**src/rtl/bcd2hex_seq_pkg.sv**
```systemverilog
// Shared BCD definitions: digit geometry, converter FSM states and the
// accumulator-width rule used by the elaboration-time checks.
package bcd_pkg;

  localparam int unsigned BCD_DIGIT_W   = 4;
  localparam int unsigned BCD_MAX_DIGIT = 9;

  typedef enum logic [1:0] {
    IDLE,
    CONV,
    DONE
  } state_e;

  // Smallest w with 2^w > 10^ndigits - 1, so acc*10+d never wraps.
  function automatic int unsigned min_acc_w(input int unsigned ndigits);
    longint unsigned pow10;
    int unsigned     w;
    pow10 = 1;
    for (int unsigned i = 0; i < ndigits; i++) begin
      pow10 = pow10 * 10;
    end
    w = 0;
    while ((64'd1 << w) < pow10) begin
      w++;
    end
    return w;
  endfunction

endpackage

```
**src/rtl/bcd2hex_seq_if.sv**
```systemverilog
// Input/output handshake bundle of the BCD-to-binary converter.
interface bcd2hex_seq_if
  import bcd_pkg::*;
#(
  parameter int unsigned NDIGITS = 3,
  parameter int unsigned HEX_W   = 8
);

  logic                           in_valid;
  logic                           in_ready;
  logic [BCD_DIGIT_W*NDIGITS-1:0] bcd_in;
  logic                           out_valid;
  logic                           out_ready;
  logic [HEX_W-1:0]               hex;
  logic                           ovf;
  logic                           digit_err;

  modport master (
    output in_valid, bcd_in, out_ready,
    input  in_ready, out_valid, hex, ovf, digit_err
  );

  modport slave (
    input  in_valid, bcd_in, out_ready,
    output in_ready, out_valid, hex, ovf, digit_err
  );

endinterface

```
**src/rtl/bcd2hex_seq_mac_step.sv**
```systemverilog
// One decimal multiply-accumulate step: acc*10 + digit, plus an invalid-digit flag.
module bcd_mac_step
  import bcd_pkg::*;
#(
  parameter int unsigned ACC_W = 10
) (
  input  logic [ACC_W-1:0]       acc_i,
  input  logic [BCD_DIGIT_W-1:0] digit_i,
  output logic [ACC_W-1:0]       acc_o,
  output logic                   digit_err_o
);

  // x*10 as x*8 + x*2 keeps this a pair of adders instead of a multiplier.
  always_comb begin
    acc_o       = (acc_i << 3) + (acc_i << 1) + ACC_W'(digit_i);
    digit_err_o = (digit_i > BCD_DIGIT_W'(BCD_MAX_DIGIT));
  end

endmodule

```
**src/rtl/bcd2hex_seq.sv**
```systemverilog
// Sequential BCD-to-binary converter: MSD first, one digit per cycle,
// saturated result with overflow and invalid-digit flags.
module bcd2hex_seq
  import bcd_pkg::*;
#(
  parameter int unsigned NDIGITS = 3,
  parameter int unsigned HEX_W   = 8,
  parameter int unsigned ACC_W   = 10
) (
  input  logic          clock,
  input  logic          rst,
  bcd2hex_seq_if.slave  bus
);

  localparam int unsigned     WORD_W   = BCD_DIGIT_W * NDIGITS;
  localparam int unsigned     CNT_W    = (NDIGITS > 1) ? $clog2(NDIGITS) : 1;
  localparam logic [CNT_W-1:0] LAST_CNT = CNT_W'(NDIGITS - 1);

  if (ACC_W < min_acc_w(NDIGITS)) begin : g_acc_w_check
    $error("bcd2hex_seq: ACC_W too small for NDIGITS");
  end

  state_e            state_q, state_d;
  logic [WORD_W-1:0] shreg_q, shreg_d;
  logic [ACC_W-1:0]  acc_q, acc_d;
  logic [CNT_W-1:0]  cnt_q, cnt_d;
  logic              err_q, err_d;
  logic [HEX_W-1:0]  hex_q, hex_d;
  logic              ovf_q, ovf_d;
  logic              derr_q, derr_d;
  logic              out_valid_q, out_valid_d;

  logic [ACC_W-1:0]       mac_acc;
  logic                   mac_err;
  logic                   err_final;
  logic                   too_big;

  bcd_mac_step #(
    .ACC_W (ACC_W)
  ) u_mac (
    .acc_i       (acc_q),
    .digit_i     (shreg_q[WORD_W-1 -: BCD_DIGIT_W]),
    .acc_o       (mac_acc),
    .digit_err_o (mac_err)
  );

  always_comb begin
    state_d     = state_q;
    shreg_d     = shreg_q;
    acc_d       = acc_q;
    cnt_d       = cnt_q;
    err_d       = err_q;
    hex_d       = hex_q;
    ovf_d       = ovf_q;
    derr_d      = derr_q;
    out_valid_d = out_valid_q;
    err_final   = err_q | mac_err;
    too_big     = ((mac_acc >> HEX_W) != '0);

    unique case (state_q)
      IDLE: begin
        if (bus.in_valid) begin
          shreg_d = bus.bcd_in;
          acc_d   = '0;
          cnt_d   = '0;
          err_d   = 1'b0;
          state_d = CONV;
        end
      end
      CONV: begin
        acc_d   = mac_acc;
        shreg_d = shreg_q << BCD_DIGIT_W;
        err_d   = err_final;
        cnt_d   = cnt_q + 1'b1;
        // Last digit: register the result from this step's combinational values.
        if (cnt_q == LAST_CNT) begin
          state_d     = DONE;
          out_valid_d = 1'b1;
          derr_d      = err_final;
          ovf_d       = !err_final && too_big;
          if (err_final) begin
            hex_d = '0;
          end else if (too_big) begin
            hex_d = '1;
          end else begin
            hex_d = HEX_W'(mac_acc);
          end
        end
      end
      DONE: begin
        if (bus.out_ready) begin
          out_valid_d = 1'b0;
          state_d     = IDLE;
        end
      end
      default: state_d = IDLE;
    endcase
  end

  always_ff @(posedge clock) begin
    if (rst) begin
      state_q     <= IDLE;
      shreg_q     <= '0;
      acc_q       <= '0;
      cnt_q       <= '0;
      err_q       <= 1'b0;
      hex_q       <= '0;
      ovf_q       <= 1'b0;
      derr_q      <= 1'b0;
      out_valid_q <= 1'b0;
    end else begin
      state_q     <= state_d;
      shreg_q     <= shreg_d;
      acc_q       <= acc_d;
      cnt_q       <= cnt_d;
      err_q       <= err_d;
      hex_q       <= hex_d;
      ovf_q       <= ovf_d;
      derr_q      <= derr_d;
      out_valid_q <= out_valid_d;
    end
  end

  assign bus.in_ready  = (state_q == IDLE);
  assign bus.out_valid = out_valid_q;
  assign bus.hex       = hex_q;
  assign bus.ovf       = ovf_q;
  assign bus.digit_err = derr_q;

endmodule

```
**src/flat_wrapper.sv**
```systemverilog
// flat-port wrapper written by rule: the top's interface ports become plain ports
module bcd2hex_seq_flat import bcd_pkg::*;
#(
  parameter int unsigned NDIGITS = 3,
  parameter int unsigned HEX_W   = 8,
  parameter int unsigned ACC_W   = 10
)
  (clock, rst, bus_in_valid, bus_bcd_in, bus_out_ready, bus_in_ready, bus_out_valid, bus_hex, bus_ovf, bus_digit_err);
  bcd2hex_seq_if #(.NDIGITS(NDIGITS), .HEX_W(HEX_W)) bus_i ();
  input  logic clock;
  input  logic rst;
  input wire logic [$bits(bus_i.in_valid)-1:0] bus_in_valid;
  input wire logic [$bits(bus_i.bcd_in)-1:0] bus_bcd_in;
  input wire logic [$bits(bus_i.out_ready)-1:0] bus_out_ready;
  output wire logic [$bits(bus_i.in_ready)-1:0] bus_in_ready;
  output wire logic [$bits(bus_i.out_valid)-1:0] bus_out_valid;
  output wire logic [$bits(bus_i.hex)-1:0] bus_hex;
  output wire logic [$bits(bus_i.ovf)-1:0] bus_ovf;
  output wire logic [$bits(bus_i.digit_err)-1:0] bus_digit_err;
  assign bus_i.in_valid = bus_in_valid;
  assign bus_i.bcd_in = bus_bcd_in;
  assign bus_i.out_ready = bus_out_ready;
  assign bus_in_ready = bus_i.in_ready;
  assign bus_out_valid = bus_i.out_valid;
  assign bus_hex = bus_i.hex;
  assign bus_ovf = bus_i.ovf;
  assign bus_digit_err = bus_i.digit_err;
  bcd2hex_seq #(.NDIGITS(NDIGITS), .HEX_W(HEX_W), .ACC_W(ACC_W)) u_core (.clock(clock), .rst(rst), .bus(bus_i));
endmodule
```
**config.mk**
```make
export PLATFORM = sky130hd
export DESIGN_NAME = bcd2hex_seq_flat
export DESIGN_NICKNAME = d
export VERILOG_FILES = /design/src/rtl/bcd2hex_seq_pkg.sv /design/src/rtl/bcd2hex_seq_if.sv /design/src/rtl/bcd2hex_seq_mac_step.sv /design/src/rtl/bcd2hex_seq.sv /design/src/flat_wrapper.sv
export SDC_FILE = /design/constraint.sdc
export NUM_CORES = 1
export LEC_CHECK = 0
export ABC_AREA = 1
export BUFFER_PORTS_ARGS = -buffer_cell sky130_fd_sc_hd__buf_2
export CAP_MARGIN = 25
export CORE_ASPECT_RATIO = 0.7
export CORE_MARGIN = 2
export CORE_UTILIZATION = 45
export CTS_CLUSTER_SIZE = 30
export DETAILED_ROUTE_END_ITERATION = 12
export PLACE_DENSITY = 0.72
export SETUP_SLACK_MARGIN = 0.2
export SYNTH_ARGS = -nofsm -noshare
export SYNTH_HDL_FRONTEND = slang
export SYNTH_SLANG_ARGS = --single-unit
```
**constraint.sdc**
```tcl
create_clock -name clock -period 2.5 [get_ports clock]
set_input_delay 0.375 -clock clock [delete_from_list [all_inputs] [get_ports clock]]
set_output_delay 0.375 -clock clock [all_outputs]
set_load 0.05 [all_outputs]
```
==> impl_metrics.ini <==
[floorplan]
io-pin-count = 28
die_width_um = 81.65
core_area_um2 = 3994
die_outline_area_um2 = 4765
initial_core_util = 0.4756
rows = 19
chipHeight_um = 58.36

[sta]
tightestPinTransition_ps = 731.1
endpoints_failing_setup = 0
fin_crit_ps = 2206
timing.slew.headroom = 0.5126
fraction_of_the_cycle_the_final_worst_path_needs = 0.8825
unrepaired_setup_endpoints_after_global_routing = yes
maxClockFrequency_ghz = 0.4533
hold_viol = 0
fin_skew_ps = 8.408
timing_max_transition_violations_final = 0
setup_tns_ps = 0

[route]
routed_via_density = 4.950
first_drt_iteration_drcs = 68
antenna_violating_nets_post_route = 0
post-route-drc-count = 0
detail_route.first_pass.iterations = 4
wirelength_um = 4156
drt-wirelength-per-cell_um = 12.19
via_count = 1688

[synthesis]
syn-instance-count = 258
synth_compound_gate_area_share = 0.1660
yosysTopAreaCell = dfxtp_1
synth_enable_flop_cells = 0
netlist_top_cells_count = nand2_1, a21oi_1, dfxtp_1
post_synthesis_cell_area_um2 = 1899
synth-adder-area-share = 0.1199
synth.yosys.warnings = 0
ys_async_sr_fraction = 0
syn_avg_cell_area_um2 = 7.362
sequential_element_share_of_the_synthesized_area = 0.3900
dominant_combinational_cell_family_by_area_after_synthesis = simple AND/OR/NAND/NOR gates
ys.flop_type = dfxtp_1
count_leader_synth = nand2_1
synth_xor_area_frac = 0.009223
synth_top_area_frac = 0.3900
synth.net_count = 291
yosys.cell_types.count = 22
synthesis_stage_register_bit_count = 37
ys_top_cells_by_area = dfxtp_1, nand2_1, a21oi_1
yosys-mux-area-fraction = 0
synth_simple_gate_area_share = 0.2398

[layout]
footprint_of_the_multi_input_gates_um2 = 1069
layout-area-overhead-vs-synth_pct = 19.50
layout_cell_share_with_drive_strength_beyond_1 = 0.2007
post-route-cell-area_um2 = 2270
final_nets = 321
fillCellCount = 392
seq_area_um2 = 742.0
insertedDiodeCount = 0
fin_cells = 341

[setup_path]
timing.critical_path.to_type = flip-flop
worst_r2r_endpoint = u_core.bus.hex[1]
cpMaxStageDelayCell = fa_2
timing.setup.critical_path_class = reg -> reg
worst-endpoint-required_ps = 2720
critPathLaunchType = flip-flop
cp_common_cell = nand2_1
crit_path_max_fanout = 4
ff2ff_setup_slack_ps = 290
timing.critical_path.from = u_core.acc_q[1]
r2r_start = u_core.acc_q[1]
timing.critical_path.to = u_core.bus.hex[1]
worstRegToRegCells = 12
cell_by_cell_trace_of_the_critical_path = ha_1 > ha_1 > fa_2 > nand2_1 > nand3_1 > nand3_1 > nand2_1 > nand2_1 > nand2_1 > nand2_2 > nand2_4 > a21oi_2
worstPathArrival_ps = 2430
highest_cell_delay_on_the_worst_timing_path_ps = 410

[clock_network]
cts.sinks = 37
clockBufferDepth = 2
clk-insertion-delay-late_ps = 300
h-tree-depth = 2
cts_root_buffer = clkbuf_8
clock_pin_slew_worst_setup_and_hold_paths_ps = 80
cts_tree = done
quantity_of_hold_fixing_buffers_added_after_cts = 0
numCtsBuffers = 5

[flow_run]
timing.max_cap.violations = 0

[grt]
first_global_vias = 1450
globalRouteTotalUtil = 0.1908
grt.overflow.total = 0
largest_net_degree_at_the_start_of_global_routing = 37
antenna_found_initial = 0
grt_first_pass_wirelength_um = 6782

[run_status]
outcome = finished clean

[power]
peakVddDrop_mv = 0.3463
power.density_cell_area_nw_per_um2 = 596.2
power.leakage_nw = 1.099

[placed_design]
placed_cell_area_um2 = 2088
post-place-cells = 331
port_buffers = 27
place_congestion = 0.7866
dp_hpwl_um = 2934

[min_path]
hold_path_class = in -> reg
worst_hold_depth = 3
-- kinds of logic (layout without fill, tap and decap cells) --
family	count (synthesis)	count (layout)
flops	37	37
xor+xnor	2	2
buf+inv	36	66
fa+ha+maj	17	17
compound gates	57	57
simple gates	109	110
-- metrics by stage --
| stage | util | total power, mW | hold WS, ps | setup WS [ps] |
|---|---|---|---|---|
| after CTS | 0.5542 | 1.358 | 316.1 | 201.1 |
| after global routing | 0.5683 | 1.422 | 312.9 | 181.1 |
| after floorplan | - | 0.7604 | 440.1 | 415.6 |
| after detailed placement | 0.5229 | 0.8097 | 454.2 | 218.4 |
| after global placement | 0.5229 | 0.8064 | 442.1 | 274.8 |
| final | 0.5683 | 1.353 | 320.6 | 293.8 |
-- registers in the layout, summed over array words and instances (netlist names) --
signal	count
u_core.acc_q	9
u_core.bus.hex	8
u_core.shreg_q	12
u_core.cnt_q	2
u_core.bus.out_valid	1
u_core.err_q	1
u_core.state_q	2
u_core.bus.digit_err	1
u_core.bus.ovf	1
-- layout make-up --
class                           instances  share of cell area
Clock inverter                          2             0.01654
Multi-Input combinational cell        186              0.4708
Timing Repair Buffer                   33             0.07938
Tap cell                               52             0.02867
Inverter                               25             0.04135
Sequential cell                        37              0.3269
Clock buffer                            6             0.03638
-- how the worst min path moves through the flow --
stage / start / end / slack, ps
finish: bus_bcd_in[1] / u_core.shreg_q[1] / 320
global route: bus_bcd_in[3] / u_core.shreg_q[3] / 310
CTS: bus_bcd_in[0] / u_core.shreg_q[0] / 320
detailed placement: u_core.bus.digit_err / u_core.bus.digit_err / 450
global placement: u_core.bus.digit_err / u_core.bus.digit_err / 440
floorplan: u_core.shreg_q[0] / u_core.shreg_q[0] / 440
-- report_power, final --
| part | total [mW] | switching (mW) | internal [mW] |
|---|---|---|---|
| clock | 0.552 | 0.227 | 0.324 |
| sequential | 0.628 | 0.0153 | 0.613 |
| combinational | 0.173 | 0.110 | 0.0635 |
-- cells in the final DEF, fill, tap and decap left out, drive strengths merged --
cell / netlist / layout
or2: 1 / 1
a21oi: 42 / 42
nor3: 1 / 1
nand3: 11 / 11
ha: 15 / 15
nor2: 17 / 17
dfxtp: 37 / 37
clkbuf: 5 / 6
xor2: 2 / 2
clkinvlp: 0 / 1
bufinv: 0 / 1
a21boi: 1 / 1
fa: 2 / 2
o31ai: 1 / 1
a22oi: 6 / 6
nand3b: 2 / 2
a211oi: 2 / 2
o21ai: 3 / 3
buf: 6 / 33
inv: 25 / 25
o21a: 2 / 2
nand2: 77 / 78
-- per-layer routing --
layer,track usage,vias up,part of all wire
met3,0.05368,7,0.042
met4,0.07857,0,0.016
met1,0.2754,747,0.53
met5,0,-,0
met2,0.2681,28,0.41
li1,-,906,-
-- critical path, delay by kind of cell, from the launching register on --
family,cells,cell delay (ps)
simple gates,8,720
fa+ha+maj,3,950
flops,1,340
compound gates,1,140
-- what timing repair did --
item | in CTS | in global routing
cloned | 0 | 1
pin swaps | 0 | 2
resized for setup | 2 | 10
setup buffers | 0 | 1
setup endpoints to repair | 1 | 9
hold endpoints to repair | 0 | 0
Note: power is estimated with default switching activity, not from simulation.
